===== src/rtl/hazard_pkg.sv =====
// Shared definitions for the pipeline hazard controller.
//   hz_state_e : controller state (RUN, MUL_BUSY)
//   REG_ZERO   : hard-wired zero register; writes to it never create hazards
//   NOP_INSTR  : encoding that IF/ID flush and ID/EX bubble consumers load
//   CNT_W      : width of the multiply stall down-counter
package hazard_pkg;

  typedef enum logic {
    RUN      = 1'b0,
    MUL_BUSY = 1'b1
  } hz_state_e;

  localparam int unsigned REG_ZERO  = 0;
  localparam logic [31:0] NOP_INSTR = 32'h0000_0013;
  localparam int unsigned CNT_W     = 8;

endpackage


===== src/rtl/load_use_detector.sv =====
// Pure comparator flagging a load-use hazard between the load in EX and the
// instruction in ID.
//   idex_memread, idex_rd      : load in EX and its destination
//   id_rs, id_rt, id_uses_rt   : sources of the instruction in ID
//   lu                         : ID must wait one cycle for the load data
module load_use_detector
  import hazard_pkg::*;
#(
  parameter int REG_ADDR_W = 5
) (
  input  logic                  idex_memread,
  input  logic [REG_ADDR_W-1:0] idex_rd,
  input  logic [REG_ADDR_W-1:0] id_rs,
  input  logic [REG_ADDR_W-1:0] id_rt,
  input  logic                  id_uses_rt,
  output logic                  lu
);

  localparam logic [REG_ADDR_W-1:0] RZ = REG_ADDR_W'(REG_ZERO);

  assign lu = idex_memread && (idex_rd != RZ) &&
              ((idex_rd == id_rs) || (id_uses_rt && (idex_rd == id_rt)));

endmodule


===== src/rtl/pipeline_hazard_controller.sv =====
// Pipeline register enable sequencer for a 5-stage in-order core.
// Priority (highest first): reset, data-memory freeze, taken branch in EX,
// multiply stall in progress, load-use stall, multiply launch.
//   clk, reset                         : clock, synchronous active-high reset
//   id_*                               : instruction in ID
//   idex_memread, idex_rd              : instruction in EX
//   ex_branch_taken                    : branch/jump in EX resolved taken
//   exmem_memaccess, dmem_ready        : data memory handshake in MEM
//   pcWrite, IFIDControl, IFIDFlush,
//   IDEXBubble, memFreeze              : pipeline register controls
//   mulStart, mulCancel                : multiplier launch / abort pulses
//   stallCycles                        : saturating count of pcWrite=0 cycles
module pipeline_hazard_controller
  import hazard_pkg::*;
#(
  parameter int MUL_LATENCY = 4,
  parameter int REG_ADDR_W  = 5,
  parameter int PERF_W      = 16
) (
  input  logic                  clk,
  input  logic                  reset,
  input  logic [REG_ADDR_W-1:0] id_rs,
  input  logic [REG_ADDR_W-1:0] id_rt,
  input  logic                  id_uses_rt,
  input  logic                  id_is_mul,
  input  logic                  idex_memread,
  input  logic [REG_ADDR_W-1:0] idex_rd,
  input  logic                  ex_branch_taken,
  input  logic                  exmem_memaccess,
  input  logic                  dmem_ready,
  output logic                  pcWrite,
  output logic                  IFIDControl,
  output logic                  IFIDFlush,
  output logic                  IDEXBubble,
  output logic                  memFreeze,
  output logic                  mulStart,
  output logic                  mulCancel,
  output logic [PERF_W-1:0]     stallCycles
);

  hz_state_e          state_q, state_d;
  logic [CNT_W-1:0]   cnt_q, cnt_d;
  logic [PERF_W-1:0]  stall_q, stall_d;
  logic               lu;
  logic               freeze;

  load_use_detector #(.REG_ADDR_W(REG_ADDR_W)) u_lu (
    .idex_memread (idex_memread),
    .idex_rd      (idex_rd),
    .id_rs        (id_rs),
    .id_rt        (id_rt),
    .id_uses_rt   (id_uses_rt),
    .lu           (lu)
  );

  assign freeze = exmem_memaccess && !dmem_ready;

  always_comb begin
    state_d     = state_q;
    cnt_d       = cnt_q;
    pcWrite     = 1'b1;
    IFIDControl = 1'b1;
    IFIDFlush   = 1'b0;
    IDEXBubble  = 1'b0;
    memFreeze   = 1'b0;
    mulStart    = 1'b0;
    mulCancel   = 1'b0;
    if (reset) begin
      pcWrite     = 1'b0;
      IFIDControl = 1'b0;
      IFIDFlush   = 1'b1;
      IDEXBubble  = 1'b1;
      state_d     = RUN;
      cnt_d       = '0;
    end else if (freeze) begin
      // Whole pipeline holds; state, counter and any taken branch wait.
      memFreeze   = 1'b1;
      pcWrite     = 1'b0;
      IFIDControl = 1'b0;
    end else if (ex_branch_taken) begin
      // Wrong-path instructions in IF and ID are squashed, including a
      // multiply waiting in ID, so an in-flight multiply is aborted.
      IFIDFlush  = 1'b1;
      IDEXBubble = 1'b1;
      if (state_q == MUL_BUSY) begin
        mulCancel = 1'b1;
        state_d   = RUN;
        cnt_d     = '0;
      end
    end else if (state_q == MUL_BUSY) begin
      if (cnt_q != '0) begin
        pcWrite     = 1'b0;
        IFIDControl = 1'b0;
        IDEXBubble  = 1'b1;
        cnt_d       = cnt_q - 1'b1;
      end else begin
        // Release cycle: the multiply moves to EX with default enables.
        state_d = RUN;
      end
    end else if (lu) begin
      pcWrite     = 1'b0;
      IFIDControl = 1'b0;
      IDEXBubble  = 1'b1;
    end else if (id_is_mul) begin
      // Launch cycle is the first of MUL_LATENCY stall cycles.
      mulStart    = 1'b1;
      pcWrite     = 1'b0;
      IFIDControl = 1'b0;
      IDEXBubble  = 1'b1;
      cnt_d       = CNT_W'(MUL_LATENCY - 1);
      state_d     = MUL_BUSY;
    end
  end

  always_comb begin
    stall_d = stall_q;
    if (reset)                          stall_d = '0;
    else if (!pcWrite && stall_q != '1) stall_d = stall_q + 1'b1;
  end

  always_ff @(posedge clk) begin
    state_q <= state_d;
    cnt_q   <= cnt_d;
    stall_q <= stall_d;
  end

  assign stallCycles = stall_q;

endmodule


===== config.mk =====
export PLATFORM = sky130hd
export DESIGN_NAME = pipeline_hazard_controller
export DESIGN_NICKNAME = d
export VERILOG_FILES = /design/src/rtl/hazard_pkg.sv /design/src/rtl/load_use_detector.sv /design/src/rtl/pipeline_hazard_controller.sv
export SDC_FILE = /design/constraint.sdc
export NUM_CORES = 1
export LEC_CHECK = 0
export BUFFER_PORTS_ARGS = -buffer_cell sky130_fd_sc_hd__buf_2
export CAP_MARGIN = 15
export CORE_MARGIN = 2
export CORE_UTILIZATION = 48
export CTS_BUF_LIST = sky130_fd_sc_hd__clkbuf_8
export DETAILED_ROUTE_END_ITERATION = 8
export PLACE_DENSITY_LB_ADDON = 0.05
export SYNTH_ARGS = -nofsm -noshare
export SYNTH_HDL_FRONTEND = slang
export SYNTH_HIERARCHICAL = 1
export SYNTH_SLANG_ARGS = --single-unit

===== constraint.sdc =====
create_clock -name clk -period 1.8 [get_ports clk]
set_input_delay 0.09 -clock clk [delete_from_list [all_inputs] [get_ports clk]]
set_output_delay 0.09 -clock clk [all_outputs]
set_load 0.05 [all_outputs]

==> qor.txt <==
GR Util All Layers - 24.9%
setup TNS - -0.585 ns
slowest CP cell - or4_4
Final Slew Violations - 0
post-synth cell types - 48
EDFF count, synth - 0
FF+latch count, synth - 25
failing checks - negative setup slack
Vias - 1749
HPWL Detailed - 3070 µm
Top FF cell, synth - dfxtp_1
I/O Pins - 46
worst vdd ir - 0.000376 V
CTS tree - done
n_diodes - 0
Max Cap Viol - 0
Clock Path Buffers - 2
slew margin rel. - 72.9%
commonest cells after routing, fill and taps aside - 40 x buf_4, 36 x buf_2, 19 x nor2_1
DIE HEIGHT - 61.7 µm
vias per cell - 5.50
worst path cell trace - or4_4 > o211ai_4 > nand2_2 > buf_6 > inv_6 > buf_8
slew of the pin with the lowest slew margin - 0.402 ns
core box area - 3100 µm²
site row count - 20
first-pass GRT wire length - 7070 µm
Sink Count - 25
top area cells in the synthesized netlist - dfxtp_1 31%, nor2_1 5.2%, xnor2_1 4.9%, a21oi_2 4.4%, xor2_1 4.4%
layout net count - 301
Worst Hold Slack - 0.175 ns
Worst Hold Class - in2reg
Worst-Skew Late Latency - 0.27 ns
non-filler instance count after layout - 318
sequential fraction of the synthesis area - 31.4%
CP Launch Type - flip-flop
wire length per cell - 15.1 µm
commonest non-fill, non-tap cell in the layout - buf_4
Req. time, crit path - 1.71 ns
H-Tree Depth - 1
critical path type - reg2out
drt drc - 0
area leader, netlist - dfxtp_1
FMAX - 519 MHz
clock slew at reported path FFs - 0.09 ns
Syn Nets - 219
reg2reg setup slack - -0.06 ns
CP top delay family - simple AND/OR/NAND/NOR gates
largest net degree at the start of global routing - 27
fin crit period - 1.93 ns
Leak - 1.03 nW
die area - 3800 µm²
Power Density - 598 nW/µm²
outcome - finished, violations left
clk_skew - 0.00486 ns
fillcell total - 196
CP Buf/Inv Count - 3
clock root cell - clkbuf_8
maximum fanout along the worst path - 3
crit-path max cell delay - 0.56 ns
CP Capture Type - primary output
Initial Util - 51.4%
mean area per synthesized cell - 8.27 µm²
Setup WS post-layout - -0.127 ns
drt pass-1 iters - 4
Final Cycle Share - 107%
FFs w/ async S/R, synth - 0%
placed insts - 305
initial DRC count - 93
Syn Inst Count - 193
Yosys Warn Count - 6
GRT Residual Overflow - 0
gp weighted congestion - 0.817
port bufs - 45
Post-Syn Area - 1600 µm²
Yosys top cell area share - 31.4%
total power - 1.50 mW
vias in the first global route - 1591
Die X - 61.7 µm
final core occ - 80.6%
Worst Path Arrival - 1.84 ns
Post-Route WL - 4790 µm
Inserted Clock Buffers - 3
layout cells sized above 1 - 58.4%
synthesis-to-finish area growth - 56.9%
initial antenna violation count - 0
Hold Vio Cnt, Final - 0
setup violators final - 13
antenna-violating nets left - 0
RSZ-0062 raised after global routing - yes
==> metal layers <==
metal / part of all wire [%] / track usage (%) / vias up
met5: 0 / 0 / -
met4: 0.60 / 4.56 / 0
met3: 5.6 / 3.78 / 6
met2: 50 / 43.5 / 65
met1: 44 / 32.7 / 819
li1: - / - / 859
==> final timing paths <==
path	startpoint	to	cells after the start
worst max register to register	cnt_q[0]	stallCycles[11]	7
worst max-delay path	cnt_q[4]	IFIDControl	6
worst min register to register	stallCycles[8]	stallCycles[8]	1
worst min-delay path	id_is_mul	state_q	3
==> registers in the layout (all words and copies together) (netlist names) <==
| name | flops |
|---|---|
| stallCycles | 16 |
| state_q | 1 |
| cnt_q | 8 |
==> worst reg2reg max path, cell delays in order (launching register included) <==
cell and delay, ns:
dfxtp_2 0.34, inv_1 0.06, ha_1 0.20, nand4bb_1 0.18, o211ai_4 0.11, a21bo_4 0.27
or4b_1 0.48, a21oi_1 0.14
==> power breakdown <==
group          switching [mW]  internal (mW)
registers              0.0268          0.573
logic                   0.292          0.251
clock network           0.198          0.157
==> synthesized netlist by cell type (all sizes together) (2+ instances only) <==
cell type	n
dfxtp	25
ha	3
xor2	8
o41ai	2
nand2	10
nand4	5
o21ai	6
inv	7
nand3	10
nor4	3
buf	7
xnor2	9
nor3	13
a31oi	3
clkbuf	4
mux2i	2
or3	5
or4	7
o31ai	4
nor2	22
and3	4
a21oi	15
nand2b	2
nor2b	3
==> metrics by stage <==
step	setup WS [ns]	cell area (µm²)
3_3_place_gp	-0.360	2160
2_1_floorplan	-0.117	1700
5_1_grt	-0.157	2500
3_5_place_dp	-0.402	2160
6_report	-0.127	2500
4_1_cts	-0.130	2350
==> cell families (layout without fill, tap and decap cells) <==
family                   Yosys count  count (layout)  share of synthesized area (%)
multiplexers                       3               3                           1.96
AO/OA/AOI/OAI                     37              37                           17.2
adder cells (fa/ha/maj)            3               3                           2.35
flip-flops                        25              25                           31.4
AND/OR/NAND/NOR                   90              90                           31.5
XOR/XNOR                          17              17                           9.33
buffers and inverters             18              99                           6.27
==> area by class of cell <==
class / instances / area [µm²] / area share [%]
Sequential cell: 25 / 548 / 21.9
Tap cell: 44 / 55.1 / 2.20
Clock inverter: 1 / 7.51 / 0.300
Timing Repair Buffer: 88 / 627 / 25.0
Multi-Input combinational cell: 150 / 1190 / 47.6
Inverter: 7 / 31.3 / 1.25
Clock buffer: 3 / 41.3 / 1.65
==> what timing repair did <==
action | CTS | global route
buffers inserted | 6 | 4
endpoints found under the setup margin | 15 | 27
resized for setup | 25 | 28
hold buffers | 0 | 0
pin swaps | 10 | 8
(Power assumes the default switching activity.)
